## src/rtl/iter_layer_engine_pkg.sv

```systemverilog
// Shared sizing, Tanner-graph edge map, FSM encoding and arithmetic helpers
// for the iterative min-sum layer engine.
package iter_layer_engine_pkg;

  localparam int WIDTH         = 6;
  localparam int N_V           = 4;
  localparam int E             = 6;
  localparam int EXTENDED_BITS = 2;
  localparam int MAX_ITER      = 8;
  localparam int INT_SIZE      = 4;
  localparam int CNT_W         = INT_SIZE;
  localparam int ACC_W         = WIDTH + EXTENDED_BITS;
  localparam int MAX_MAG       = 2**(WIDTH-1) - 1;

  localparam logic signed [ACC_W-1:0] SAT_HI = ACC_W'(MAX_MAG);
  localparam logic signed [ACC_W-1:0] SAT_LO = -SAT_HI;

  // Edge e joins variable EDGE_VAR[e] and check EDGE_CHK[e]; H rows are 1110 and 0111.
  localparam int EDGE_VAR [E] = '{0, 1, 2, 1, 2, 3};
  localparam int EDGE_CHK [E] = '{0, 0, 0, 1, 1, 1};

  typedef enum logic [1:0] {IDLE = 2'd0, RUN = 2'd1, HOLD = 2'd2} state_t;

  // Offset applied to check-node magnitudes; tapers as passes progress.
  function automatic logic [WIDTH-2:0] lut_bias(input logic [INT_SIZE-1:0] idx);
    logic [WIDTH-2:0] b;
    case (idx)
      INT_SIZE'(0), INT_SIZE'(1): b = (WIDTH-1)'(3);
      INT_SIZE'(2), INT_SIZE'(3): b = (WIDTH-1)'(2);
      INT_SIZE'(4), INT_SIZE'(5): b = (WIDTH-1)'(1);
      default:                    b = '0;
    endcase
    return b;
  endfunction

  function automatic logic signed [ACC_W-1:0] sext(input logic [WIDTH-1:0] v);
    return signed'({{EXTENDED_BITS{v[WIDTH-1]}}, v});
  endfunction

  // Symmetric saturation keeps -2^(WIDTH-1) out so magnitudes fit WIDTH-1 bits.
  function automatic logic [WIDTH-1:0] sat(input logic signed [ACC_W-1:0] a);
    if (a > SAT_HI) return WIDTH'(MAX_MAG);
    if (a < SAT_LO) return WIDTH'(-MAX_MAG);
    return a[WIDTH-1:0];
  endfunction

  function automatic logic [CNT_W-1:0] clamp_iter(input logic [CNT_W-1:0] n);
    if (n == '0) return CNT_W'(1);
    if (n > CNT_W'(MAX_ITER)) return CNT_W'(MAX_ITER);
    return n;
  endfunction

endpackage

```

## src/rtl/iter_layer_engine_interm_layer.sv

```systemverilog
// Combinational min-sum layer: variable-node sums feeding offset check nodes,
// with the per-pass offset taken from the bias LUT.
module interm_layer
  import iter_layer_engine_pkg::*;
(
  input  logic [WIDTH*N_V-1:0] llrs,
  input  logic [WIDTH*E-1:0]   prev_proc_elem,
  input  logic [INT_SIZE-1:0]  bias_idx,
  output logic [WIDTH*E-1:0]   proc_elem
);

  logic [WIDTH-1:0] v2c [E];
  logic [WIDTH-2:0] mag [E];
  logic [WIDTH-2:0] bias;

  always_comb begin
    logic signed [ACC_W-1:0] sum;
    bias = lut_bias(bias_idx);
    for (int e = 0; e < E; e++) begin
      sum = sext(llrs[EDGE_VAR[e]*WIDTH +: WIDTH]);
      for (int k = 0; k < E; k++) begin
        if (k != e && EDGE_VAR[k] == EDGE_VAR[e])
          sum = sum + sext(prev_proc_elem[k*WIDTH +: WIDTH]);
      end
      v2c[e] = sat(sum);
      mag[e] = v2c[e][WIDTH-1] ? (WIDTH-1)'(-v2c[e]) : v2c[e][WIDTH-2:0];
    end
  end

  always_comb begin
    logic [WIDTH-2:0] min_mag;
    logic [WIDTH-2:0] off;
    logic             neg;
    proc_elem = '0;
    for (int e = 0; e < E; e++) begin
      min_mag = (WIDTH-1)'(MAX_MAG);
      neg     = 1'b0;
      for (int k = 0; k < E; k++) begin
        if (k != e && EDGE_CHK[k] == EDGE_CHK[e]) begin
          if (mag[k] < min_mag) min_mag = mag[k];
          neg = neg ^ v2c[k][WIDTH-1];
        end
      end
      off = (min_mag > bias) ? min_mag - bias : '0;
      proc_elem[e*WIDTH +: WIDTH] = neg ? -{1'b0, off} : {1'b0, off};
    end
  end

endmodule

```

## src/rtl/iter_layer_engine.sv

```systemverilog
// Sequential min-sum decoder: one interm_layer pass per clock, messages fed back
// through msg_reg, result held until downstream accepts it.
// state | meaning
// IDLE  | ready for a codeword (once out of reset)
// RUN   | one layer pass per clock; cnt = passes completed
// HOLD  | result presented until out_ready
module iter_layer_engine
  import iter_layer_engine_pkg::*;
(
  input  logic                 clk,
  input  logic                 rst,
  input  logic                 in_valid,
  output logic                 in_ready,
  input  logic [WIDTH*N_V-1:0] all_llrs,
  input  logic [CNT_W-1:0]     n_iter,
  input  logic                 abort,
  output logic                 out_valid,
  input  logic                 out_ready,
  output logic [WIDTH*N_V-1:0] llrs_out,
  output logic [WIDTH*E-1:0]   msgs_out,
  output logic [CNT_W-1:0]     iter_done
);

  state_t               state, state_nxt;
  logic                 rst_done, accept, step, last_pass;
  logic [WIDTH*N_V-1:0] llr_reg;
  logic [WIDTH*E-1:0]   msg_reg, proc_elem;
  logic [CNT_W-1:0]     cnt, n_eff, iter_done_reg;

  interm_layer u_layer (
    .llrs           (llr_reg),
    .prev_proc_elem (msg_reg),
    .bias_idx       (INT_SIZE'(cnt)),
    .proc_elem      (proc_elem)
  );

  assign last_pass = (cnt == n_eff - CNT_W'(1));
  assign llrs_out  = llr_reg;
  assign msgs_out  = msg_reg;
  assign iter_done = iter_done_reg;

  always_comb begin
    state_nxt = state;
    in_ready  = 1'b0;
    out_valid = 1'b0;
    accept    = 1'b0;
    step      = 1'b0;
    case (state)
      IDLE: begin
        in_ready = rst_done;
        accept   = rst_done && in_valid && !abort;
        if (accept) state_nxt = RUN;
      end
      RUN: begin
        step = !abort;
        if (abort)          state_nxt = IDLE;
        else if (last_pass) state_nxt = HOLD;
      end
      HOLD: begin
        out_valid = 1'b1;
        if (abort || out_ready) state_nxt = IDLE;
      end
      default: state_nxt = IDLE;
    endcase
  end

  always_ff @(posedge clk or posedge rst) begin
    if (rst) state <= IDLE;
    else     state <= state_nxt;
  end

  always_ff @(posedge clk or posedge rst) begin
    if (rst) begin
      rst_done      <= 1'b0;
      llr_reg       <= '0;
      msg_reg       <= '0;
      cnt           <= '0;
      n_eff         <= CNT_W'(1);
      iter_done_reg <= '0;
    end else begin
      rst_done <= 1'b1;
      if (accept) begin
        llr_reg <= all_llrs;
        msg_reg <= '0;
        cnt     <= '0;
        n_eff   <= clamp_iter(n_iter);
      end else if (step) begin
        msg_reg <= proc_elem;
        cnt     <= cnt + CNT_W'(1);
        if (last_pass) iter_done_reg <= cnt + CNT_W'(1);
      end else if (state == RUN && abort) begin
        // Aborted mid-run: report only the passes that actually landed in msg_reg.
        iter_done_reg <= cnt;
      end
    end
  end

endmodule

```

## config.mk

```make
export PLATFORM = sky130hd
export DESIGN_NAME = iter_layer_engine
export DESIGN_NICKNAME = d
export VERILOG_FILES = /design/src/rtl/iter_layer_engine_pkg.sv /design/src/rtl/iter_layer_engine_interm_layer.sv /design/src/rtl/iter_layer_engine.sv
export SDC_FILE = /design/constraint.sdc
export NUM_CORES = 1
export LEC_CHECK = 0
export ABC_CLOCK_PERIOD_IN_PS = 8700
export CORE_MARGIN = 5
export CORE_UTILIZATION = 55
export DETAILED_ROUTE_END_ITERATION = 8
export PLACE_DENSITY = 0.8
export SLEW_MARGIN = 10
export SYNTH_ARGS = -nofsm -noshare
export SYNTH_HDL_FRONTEND = slang
export SYNTH_SLANG_ARGS = --single-unit
```

## constraint.sdc

```tcl
create_clock -name clk -period 8.7 [get_ports clk]
set_input_delay 0.87 -clock clk [delete_from_list [all_inputs] [get_ports clk]]
set_output_delay 0.87 -clock clk [all_outputs]
set_load 0.02 [all_outputs]
```

Word-level counts from Yosys, hierarchy flattened
Cells that the tools add are included.
W data, S select, Z words.
{"block": "totals", "reg_bits": 75, "in_bits": 33}
{"block": "classes", "n_addsub": 24, "order_cmp": 29, "n_eq_ne": 12, "n_mux": 96, "bitwise_logic": 7, "n_reduce_logical": 15}
{"cell": "$mux W6", "n": 30}
{"cell": "$mux W5", "n": 22}
{"cell": "$mux W36", "n": 2}
{"cell": "$mux W4", "n": 9}
{"cell": "$neg A5 Y6", "n": 6}
{"cell": "$gt A8 B6 Y1 const B", "n": 4}
{"cell": "$lt A8 B6 Y1 const B", "n": 4}
{"cell": "$gt A5 B2 Y1", "n": 6}
{"cell": "$lt A5 B5 Y1", "n": 6}
{"cell": "$neg A5 Y5", "n": 6}
{"cell": "$sub A5 B2 Y5", "n": 6}
{"cell": "$add A6 B6 Y7", "n": 4}
{"cell": "$mux W1", "n": 27}
{"cell": "$lt A5 B5 Y1 const B", "n": 4}
{"cell": "$gt A6 B6 Y1 const B", "n": 2}
{"cell": "$lt A6 B6 Y1 const B", "n": 2}
{"cell": "$pmux W2 S3", "n": 2}
{"cell": "$eq A4 B2 Y1 const B", "n": 2}
{"cell": "$eq A4 B3 Y1 const B", "n": 2}
{"cell": "$logic_not A4 Y1", "n": 2}
{"cell": "$mux W2", "n": 4}
{"cell": "$reduce_and A3 Y1", "n": 2}
{"cell": "$reduce_or A2 Y1", "n": 3}
{"cell": "$xor A1 B1 Y1", "n": 6}
{"cell": "other kinds (16)", "n": 20}

Longest topological paths before layout
{"block": "logic_depth", "word_depth": 18, "mapped_depth": 32, "mapped_depth_nobuf": 31}

Cells and area by module
Synthesis repeated with hierarchy kept, for this count alone.
{"block": "hier_totals", "cells_unflattened": 986, "hier_area_um2": 7826.3}
{"module": "interm_layer", "instances": 1, "cells_per_inst": 660, "area_each_um2": 4748.3}
{"module": "iter_layer_engine", "instances": 1, "cells_per_inst": 326, "area_each_um2": 3078.0}

Worst setup path before layout
No wires, ideal clock.
{"block": "synth_timing", "path_type": "reg2reg", "from": "reg llr_reg[6] (netlist: llrs_out[6])", "to": "reg msg_reg[28] (netlist: msgs_out[28])", "setup_ns": 0.092, "t_arrival_ns": 6.161, "required_ns": 8.608, "path_slack_ns": 2.448, "stages_incl_launch_ff": 27, "synth_period_minus_slack_ns": 6.252, "cell_sequence": "dfrtp_1 > ha_1 > inv_1 > fa_1 > nor2b_1 > o311ai_2 > a31oi_1 > nand2_1 > a21oi_2 > ha_1 > a21oi_1 > ha_1 > or2_2 > a211oi_1 > o221ai_1 > maj3_2 > o21a_1 > ha_1 > a21oi_1 > a21oi_1 > or3_1 > o31ai_1 > or2_2 > ha_1 > o211ai_1 > and3_1 > o31ai_2"}
{"block": "synth_via", "elab_chain_cells": 18, "word_cells_on_any_way": 23}
{"item": "from (decl)", "line_no": "iter_layer_engine.sv:26", "rtl": "logic [WIDTH*N_V-1:0] llr_reg;"}
{"item": "from (signal assigned)", "line_no": "iter_layer_engine.sv:83", "rtl": "llr_reg <= all_llrs;"}
{"item": "$add A6 B6 Y7 (*)", "line_no": "iter_layer_engine_interm_layer.sv:23", "rtl": "sum = sum + sext(prev_proc_elem[k*WIDTH +: WIDTH]);"}
{"item": "$lt A8 B6 Y1", "line_no": "iter_layer_engine_pkg.sv:43", "rtl": "if (a < SAT_LO) return WIDTH'(-MAX_MAG);"}
{"item": "$mux W1 (2 in a row)", "line_no": "iter_layer_engine_pkg.sv:43"}
{"item": "$mux W6", "line_no": "iter_layer_engine_pkg.sv:44", "rtl": "return a[WIDTH-1:0];"}
{"item": "$mux W6 (*)", "line_no": "iter_layer_engine_pkg.sv:43"}
{"item": "$neg A5 Y5", "line_no": "iter_layer_engine_interm_layer.sv:26", "rtl": "mag[e] = v2c[e][WIDTH-1] ? (WIDTH-1)'(-v2c[e]) : v2c[e][WIDTH-2:0];"}
{"item": "$mux W5", "line_no": "iter_layer_engine_interm_layer.sv:26"}
{"item": "$lt A5 B5 Y1", "line_no": "iter_layer_engine_interm_layer.sv:40", "rtl": "if (mag[k] < min_mag) min_mag = mag[k];"}
{"item": "$mux W5", "line_no": "iter_layer_engine_interm_layer.sv:40"}
{"item": "$lt A5 B5 Y1", "line_no": "iter_layer_engine_interm_layer.sv:40"}
{"item": "$mux W5", "line_no": "iter_layer_engine_interm_layer.sv:40"}
{"item": "$sub A5 B2 Y5 / $gt A5 B2 Y1 (equally long branches)", "line_no": "iter_layer_engine_interm_layer.sv:44", "rtl": "off = (min_mag > bias) ? min_mag - bias : '0;"}
{"item": "$mux W5", "line_no": "iter_layer_engine_interm_layer.sv:44"}
{"item": "$neg A5 Y6", "line_no": "iter_layer_engine_interm_layer.sv:45", "rtl": "proc_elem[e*WIDTH +: WIDTH] = neg ? -{1'b0, off} : {1'b0, off};"}
{"item": "$mux W6 (*)", "line_no": "iter_layer_engine_interm_layer.sv:45"}
{"item": "$mux W36 (*)", "line_no": "iter_layer_engine.sv:87", "rtl": "end else if (step) begin"}
{"item": "$mux W36 (*)", "line_no": "iter_layer_engine.sv:82", "rtl": "if (accept) begin"}
{"item": "to (signal assigned)", "line_no": "iter_layer_engine.sv:88", "rtl": "msg_reg <= proc_elem;"}
{"item": "to (decl)", "line_no": "iter_layer_engine.sv:27", "rtl": "logic [WIDTH*E-1:0] msg_reg, proc_elem;"}
Mark *: on every way between the ends. The rest lies on a longest branch, timed or not. The select of a mux whose other input is x is not followed.
A chain may end at the register's enable or synchronous reset.

Final worst setup path
{"block": "layout_timing", "from": "reg llr_reg[12] (netlist: llrs_out[12])", "to": "reg msg_reg[10] (netlist: msgs_out[10])"}
{"block": "layout_via", "elab_chain_cells": 16, "word_cells_on_any_way": 21}
{"item": "$add A6 B6 Y7 (*)", "line_no": "iter_layer_engine_interm_layer.sv:23"}
{"item": "$lt A8 B6 Y1", "line_no": "iter_layer_engine_pkg.sv:43"}
{"item": "$mux W1 (2 in a row)", "line_no": "iter_layer_engine_pkg.sv:43"}
{"item": "$mux W6", "line_no": "iter_layer_engine_pkg.sv:44"}
{"item": "$mux W6 (*)", "line_no": "iter_layer_engine_pkg.sv:43"}
{"item": "$neg A5 Y5", "line_no": "iter_layer_engine_interm_layer.sv:26"}
{"item": "$mux W5", "line_no": "iter_layer_engine_interm_layer.sv:26"}
{"item": "$lt A5 B5 Y1", "line_no": "iter_layer_engine_interm_layer.sv:40"}
{"item": "$mux W5", "line_no": "iter_layer_engine_interm_layer.sv:40"}
{"item": "$sub A5 B2 Y5 / $gt A5 B2 Y1 (equally long branches)", "line_no": "iter_layer_engine_interm_layer.sv:44"}
{"item": "$mux W5", "line_no": "iter_layer_engine_interm_layer.sv:44"}
{"item": "$neg A5 Y6", "line_no": "iter_layer_engine_interm_layer.sv:45"}
{"item": "$mux W6 (*)", "line_no": "iter_layer_engine_interm_layer.sv:45"}
{"item": "$mux W36 (*)", "line_no": "iter_layer_engine.sv:87"}
{"item": "$mux W36 (*)", "line_no": "iter_layer_engine.sv:82"}
Marks and branches as above.

==> impl_metrics.xml <==
<?xml version="1.0" encoding="UTF-8"?>
<metrics>
  <group name="global_route">
    <metric name="grt_overflow" unit="">0</metric>
    <metric name="grt_use_total" unit="%">25.5</metric>
    <metric name="grt_first_pass_wirelength" unit="mm">34.0</metric>
    <metric name="grt_antenna_before_repair" unit="">0</metric>
    <metric name="grt_start_max_net_pins" unit="">76</metric>
    <metric name="grt_pass1_vias" unit="">6903</metric>
  </group>
  <group name="floorplanning">
    <metric name="floorplan.core_area" unit="sq um">13800</metric>
    <metric name="std_cell_rows" unit="">43</metric>
    <metric name="floorplan.die.width" unit="microns">128</metric>
    <metric name="die_area" unit="sq um">16400</metric>
    <metric name="initial_utilization" unit="%">55.5</metric>
    <metric name="floorplan.die.height" unit="microns">128</metric>
    <metric name="io_pins" unit="">99</metric>
  </group>
  <group name="clock_tree">
    <metric name="holdBufCountCts" unit="">0</metric>
    <metric name="post_cts.repair.setup_buffers" unit="">0</metric>
    <metric name="clk_path_buf_depth" unit="">2</metric>
    <metric name="tritoncts" unit="">done</metric>
    <metric name="cts.repair.resized" unit="">0</metric>
    <metric name="cts-htree-levels" unit="">3</metric>
    <metric name="insertion_delay" unit="ps">350</metric>
    <metric name="clkTransAtPathRegs" unit="ps">60</metric>
    <metric name="cts-root-buf" unit="">sky130_fd_sc_hd__clkbuf_16</metric>
    <metric name="clock_sinks" unit="">75</metric>
    <metric name="tritoncts.num_buffers" unit="">9</metric>
  </group>
  <group name="synthesis">
    <metric name="synth_ff_type" unit="">sky130_fd_sc_hd__dfrtp_1</metric>
    <metric name="synth_cells" unit="">950</metric>
    <metric name="postSynthNetCount" unit="">1062</metric>
    <metric name="yosys_warnings" unit="">0</metric>
    <metric name="synth.lib_cells_used.distinct" unit="">84</metric>
    <metric name="syn_avg_cell_area" unit="sq um">8.05</metric>
    <metric name="count_of_flip_flops_with_a_built_in_enable_after_synthesis" unit="">0</metric>
    <metric name="syn-cell-area" unit="sq um">7650</metric>
    <metric name="postSynthRegisterBits" unit="">75</metric>
    <metric name="ys_async_sr_fraction" unit="%">100</metric>
    <metric name="synth_sequential_area_ratio" unit="%">24.6</metric>
  </group>
  <group name="sta">
    <metric name="worst_pin_slew" unit="ps">1150</metric>
    <metric name="timing.setup.tns" unit="ps">0</metric>
    <metric name="drv_slew" unit="">0</metric>
    <metric name="final_period_util" unit="%">78.5</metric>
    <metric name="final_hold_viol_count" unit="">0</metric>
    <metric name="maxClockFrequency" unit="GHz">0.146</metric>
    <metric name="maxSlewHeadroom" unit="%">22.6</metric>
    <metric name="worst_clock_skew" unit="ps">7.47</metric>
    <metric name="min_period" unit="ps">6830</metric>
    <metric name="setup_repair_after_global_routing_missed_its_margin" unit="">false</metric>
    <metric name="finalSetupViolations" unit="">0</metric>
  </group>
  <group name="final_layout">
    <metric name="insertedDiodeCount" unit="">0</metric>
    <metric name="area_growth_syn_to_layout" unit="%">19.1</metric>
    <metric name="layout.cells.most_common" unit="">sky130_fd_sc_hd__nand2_1</metric>
    <metric name="fill_cells" unit="">1165</metric>
    <metric name="layout-drive-gt1-share" unit="%">6.33</metric>
    <metric name="multi_input_comb_area" unit="sq um">5430</metric>
    <metric name="largest_reg_flops" unit="">36</metric>
    <metric name="nNetsFinal" unit="">1150</metric>
    <metric name="most_frequent_cells_in_the_layout" unit="">sky130_fd_sc_hd__nand2_1 (147), sky130_fd_sc_hd__clkdlybuf4s50_1 (98), sky130_fd_sc_hd__dfrtp_1 (74)</metric>
    <metric name="sequential_cell_area" unit="sq um">1880</metric>
  </group>
  <group name="worst_setup_path">
    <metric name="type_of_element_launching_the_critical_path" unit="">register</metric>
    <metric name="critPathKind" unit="">reg -&gt; reg</metric>
    <metric name="critPathMaxFanout" unit="">9</metric>
    <metric name="arrival" unit="ps">7100</metric>
    <metric name="cp_data_required_time" unit="ps">8970</metric>
    <metric name="setup.worst_path.end_class" unit="">register</metric>
  </group>
  <group name="route">
    <metric name="drt-vias-per-instance" unit="">5.92</metric>
    <metric name="detail-route-antenna-nets" unit="">0</metric>
    <metric name="routed_wire_length_per_instance" unit="microns">16.7</metric>
    <metric name="route.vias.total" unit="">7246</metric>
    <metric name="detail_route.wirelength" unit="mm">20.5</metric>
    <metric name="dr.pass1.iters" unit="">7</metric>
    <metric name="detail_route.iter0.violations" unit="">507</metric>
    <metric name="number_of_drc_violations_after_detailed_routing" unit="">0</metric>
  </group>
  <group name="placed_design">
    <metric name="place_hpwl" unit="mm">15.9</metric>
    <metric name="routabilityCongestion" unit="">0.925</metric>
    <metric name="io_buffers" unit="">98</metric>
  </group>
  <group name="run_status">
    <metric name="run_status" unit="">finished, final reports clean</metric>
  </group>
  <group name="hold_path">
    <metric name="holdCritPathClass" unit="">reg -&gt; reg</metric>
  </group>
  <group name="run">
    <metric name="max_cap_viols" unit="">0</metric>
  </group>
</metrics>
Yosys cell counts, types with 6 or more instances:
cell type	instances	area, sq um
sky130_fd_sc_hd__xor2_1	16	140
sky130_fd_sc_hd__nor2_1	71	267
sky130_fd_sc_hd__and3_1	8	50.1
sky130_fd_sc_hd__mux2i_1	16	160
sky130_fd_sc_hd__o21a_1	14	105
sky130_fd_sc_hd__xnor2_1	39	342
sky130_fd_sc_hd__o211ai_1	12	90.1
sky130_fd_sc_hd__or2_2	10	62.6
sky130_fd_sc_hd__ha_1	69	863
sky130_fd_sc_hd__a211o_1	6	52.6
sky130_fd_sc_hd__a21o_1	15	113
sky130_fd_sc_hd__clkbuf_1	20	75.1
sky130_fd_sc_hd__nor2b_1	19	119
sky130_fd_sc_hd__o21ai_1	19	95.1
sky130_fd_sc_hd__o22ai_1	7	43.8
sky130_fd_sc_hd__nand3b_1	9	67.6
sky130_fd_sc_hd__nor3b_1	7	52.6
sky130_fd_sc_hd__nand2b_1	12	75.1
sky130_fd_sc_hd__nor3_1	20	100
sky130_fd_sc_hd__a31oi_1	16	100
sky130_fd_sc_hd__inv_1	59	221
sky130_fd_sc_hd__mux2_2	12	135
sky130_fd_sc_hd__o21ai_0	55	275
sky130_fd_sc_hd__a211oi_1	6	45.0
sky130_fd_sc_hd__fa_1	10	200
sky130_fd_sc_hd__or3_1	8	50.1
sky130_fd_sc_hd__dfrtp_1	74	1850
sky130_fd_sc_hd__nand2_1	147	552
sky130_fd_sc_hd__a21oi_1	49	245
sky130_fd_sc_hd__nand3_1	20	100
critical path, cell delays in order (launching register included):
cell and delay, ps:
sky130_fd_sc_hd__dfrtp_1 420, sky130_fd_sc_hd__ha_1 250, sky130_fd_sc_hd__inv_1 80, sky130_fd_sc_hd__fa_1 210, sky130_fd_sc_hd__nor2b_1 70, sky130_fd_sc_hd__o31a_1 280, sky130_fd_sc_hd__o21ai_1 430, sky130_fd_sc_hd__nor2_1 130
sky130_fd_sc_hd__a21oi_1 290, sky130_fd_sc_hd__nor2_1 140, sky130_fd_sc_hd__ha_1 240, sky130_fd_sc_hd__xnor2_1 130, sky130_fd_sc_hd__o21ai_0 540, sky130_fd_sc_hd__inv_1 210, sky130_fd_sc_hd__ha_1 260, sky130_fd_sc_hd__or4_1 510
sky130_fd_sc_hd__nor2_1 160, sky130_fd_sc_hd__o21ai_1 270, sky130_fd_sc_hd__mux2i_1 290, sky130_fd_sc_hd__ha_1 280, sky130_fd_sc_hd__a21oi_1 240, sky130_fd_sc_hd__a21oi_1 70, sky130_fd_sc_hd__nor2_1 330, sky130_fd_sc_hd__or2_2 200
sky130_fd_sc_hd__ha_1 190, sky130_fd_sc_hd__a21oi_1 70, sky130_fd_sc_hd__or3_1 310, sky130_fd_sc_hd__a31oi_1 170
kinds of logic (layout without fill, tap and decap cells):
logic type / after synthesis / in the layout / synth area share [%]
AOI/OAI and AO/OA: 264 / 264 / 23.8
DFF: 75 / 75 / 24.6
adders and majority gates: 83 / 83 / 14.4
xor gates and xnor gates: 55 / 55 / 6.30
buffers and inverters: 86 / 179 / 4.50
and+or+nand+nor: 356 / 356 / 22.1
muxes: 30 / 30 / 4.25
other: 1 / 1 / 0.0490
layout make-up:
class                           count  share of cell area [%]
Timing Repair Buffer              104                    11.3
Multi-Input combinational cell    789                    59.6
Clock inverter                      6                    1.07
Tap cell                          180                    2.47
Clock buffer                       10                    2.51
Inverter                           59                    2.43
Sequential cell                    75                    20.6
path summary, 6_finish.rpt:
check	cells past startpoint	to	from	slack, ps
max	27	msgs_out[10]$_DFFE_PP0P_	llrs_out[12]$_DFFE_PP0P_	1870
min	2	msgs_out[2]$_DFFE_PP0P_	msgs_out[2]$_DFFE_PP0P_	490
max reg2reg	27	msgs_out[10]$_DFFE_PP0P_	llrs_out[12]$_DFFE_PP0P_	1870
min reg2reg	2	msgs_out[2]$_DFFE_PP0P_	msgs_out[2]$_DFFE_PP0P_	490
max in group asynchronous	3	msgs_out[34]$_DFFE_PP0P_	rst	6930
min in group asynchronous	3	llrs_out[2]$_DFFE_PP0P_	rst	1130
through the flow:
step / instances / cell area, sq um / hold slack [ps] / utilization [%] / setup WS, ps
after detailed placement: 1207 / 8780 / 476 / 63.7 / 2010
final: 1223 / 9100 / 485 / 66.1 / 1870
after floorplan: 950 / 7650 / 467 / - / 2450
after global routing: 1223 / 9100 / 520 / 66.1 / 1240
after CTS: 1223 / 9100 / 490 / 66.1 / 1990
after global placement: 1207 / 8780 / 461 / 63.7 / 2120
layer usage:
metal / vias to the layer above / global-route usage (%) / share of wire, %
li1: 3573 / - / -
met3: 52 / 3.33 / 3.2
met5: - / 0 / 0
met4: 0 / 10.0 / 3.0
met1: 3462 / 32.6 / 45
met2: 159 / 43.6 / 49
Power is not shown: default switching activity piles up to over one toggle a cycle in this logic, so the estimate is an artifact.
==> RTL change: new RTL, same settings <==
Change the package constant `INT_SIZE` from 4 to 8.
--- a/src/rtl/iter_layer_engine_pkg.sv
+++ b/src/rtl/iter_layer_engine_pkg.sv
@@ -7,7 +7,7 @@
   localparam int E             = 6;
   localparam int EXTENDED_BITS = 2;
   localparam int MAX_ITER      = 8;
-  localparam int INT_SIZE      = 4;
+  localparam int INT_SIZE      = 8;
   localparam int CNT_W         = INT_SIZE;
   localparam int ACC_W         = WIDTH + EXTENDED_BITS;
   localparam int MAX_MAG       = 2**(WIDTH-1) - 1;
Interface: changed (resized iter_done and n_iter); port bits go from 99 to 107. The function was not compared with the original's and may differ.
==> RTL change against the original RTL <==
- maximum frequency shrank 0.31%
- worst setup slack got worse by 0.021 ns
- critical path depth grew 1
- sequential share of layout area up 0.74 points
- die area is 12% higher
- first-iteration DRC count rose by 5.7%
- wire length rose by 13%
- cell area increased by 12%
- sequential cell count grew 12
- non-clock buffer count grew 7
- global-route usage decreased by 0.096 points
- area after synthesis rose by 13%
Power is not shown: default switching activity piles up to over one toggle a cycle in this logic, so the estimate is an artifact.
==> RTL change: results (changes against the original RTL) <==
* CP max-delay cell: o21a_1
* Vias in the first global route at 7709 (+12%)
* RR Startpoint: llrs_out[6]
* Met3 wire len at 1.73 mm (+170%)
* CP max stage delay at 0.51 ns (-0.03 ns)
* GRT Total Usage at 25.4% (-0.096 points)
* Adder-cell share of the synthesized area at 12.6% (-1.9 points)
* GR Util met1 at 35.7% (+3.0 points)
* Inverters excl. clock at 64 (+8.5%)
* Critical R2R Capture: msgs_out[34]
* CP max FO at 11 (+2)
* Synth cell count leaders: nand2_1, nor2_1, dfrtp_1
* Status: completed
* Worst r2r path cells at 28 (+3.7%)
* Port bufs at 106 (+8.2%)
* Post-Route WL at 23.1 mm (+13%)
* Distinct cells, synth at 101 (+20%)
* Post-synthesis sequential area ratio at 25.2% (+0.61 points)
* Fraction of area in registers at 21.4% (+0.74 points)
* Iteration-0 DRC Markers at 536 (+5.7%)
* Synth top area cells: dfrtp_1, ha_1, nand2_1, xnor2_1, nor2_1
* Met3 Resource Use GR at 5.13% (+1.8 points)
* Dpl hpwl at 17.8 mm (+12%)
* #MultiIn Comb at 879 (+11%)
* Syn nets at 1173 (+10%)
* Layout cells sized above 1 at 8.38% (+2.1 points)
* Routed length on met2 at 10.3 mm (+2.1%)
* Fill count at 1291 (+11%)
* R2R Setup Slk at 1.85 ns (-0.02 ns)
* Non-clock buffers at 111 (+6.7%)
* Mux contribution to synthesized area at 4.67% (+0.42 points)
* Clk_skew at 0.0113 ns (+0.00386 ns)
* First-pass GRT wire length at 38.2 mm (+12%)
* Compound-Gate Fraction of Synth Area at 23.4% (-0.45 points)
* Vias at 8137 (+12%)
* Worst hold path endpoint: msgs_out[3]
* Buffering overhead at 10.8% (-0.49 points)
* M2 GR Usage at 40.1% (-3.5 points)
* Fraction of area in multi-input gates at 60.1% (+0.44 points)
* Hold Path Origin: msgs_out[3]
* Clk tree area frac at 2.85% (-0.74 points)
* Sink Count at 87 (+16%)
==> RTL change: cell count changes after synthesis, sizes merged, moves of 9 or more <==
| cell | unedited run | this run |
|---|---|---|
| a211oi | 7 | 17 |
| dfrtp | 74 | 86 |
| and2 | 5 | 16 |
| nor2 | 72 | 89 |
| nand2 | 147 | 156 |
| a21oi | 51 | 60 |
==> RTL change: stage by stage <==
| stage | hold slack (ns) | util, % | setup slack (ns) | cell area, um2 | instances |
|---|---|---|---|---|---|
| after floorplan | 0.475 | - | 2.56 | 8660 | 1056 |
| after global placement | 0.467 | 64.7 | 1.99 | 9910 | 1352 |
| after detailed placement | 0.477 | 64.7 | 1.96 | 9910 | 1352 |
| after CTS | 0.492 | 66.6 | 1.94 | 10200 | 1368 |
| after global routing | 0.514 | 66.6 | 1.29 | 10200 | 1368 |
| final | 0.490 | 66.6 | 1.85 | 10200 | 1368 |
==> RTL change: worst max-delay path by stage <==
stage | start | end | slack (ns) | cells after the start
finish | llrs_out[6] | msgs_out[34] | 1.85 | 28
global route | msgs_out[6] | msgs_out[34] | 1.29 | 28
CTS | llrs_out[12] | msgs_out[22] | 1.94 | 27
detailed placement | llrs_out[6] | msgs_out[34] | 1.96 | 28
global placement | msgs_out[6] | msgs_out[34] | 1.99 | 28
floorplan | llrs_out[12] | msgs_out[22] | 2.56 | 27
==> RTL change: worst max-delay path, delay by kind of cell (launching register included) <==
kind | cells | cell delay, ns
flip-flops | 1 | 0.40
adder cells (fa/ha/maj) | 5 | 1.52
AND/OR/NAND/NOR | 8 | 1.36
multiplexers | 1 | 0.32
AO/OA/AOI/OAI | 12 | 3.05
buffers and inverters | 2 | 0.11
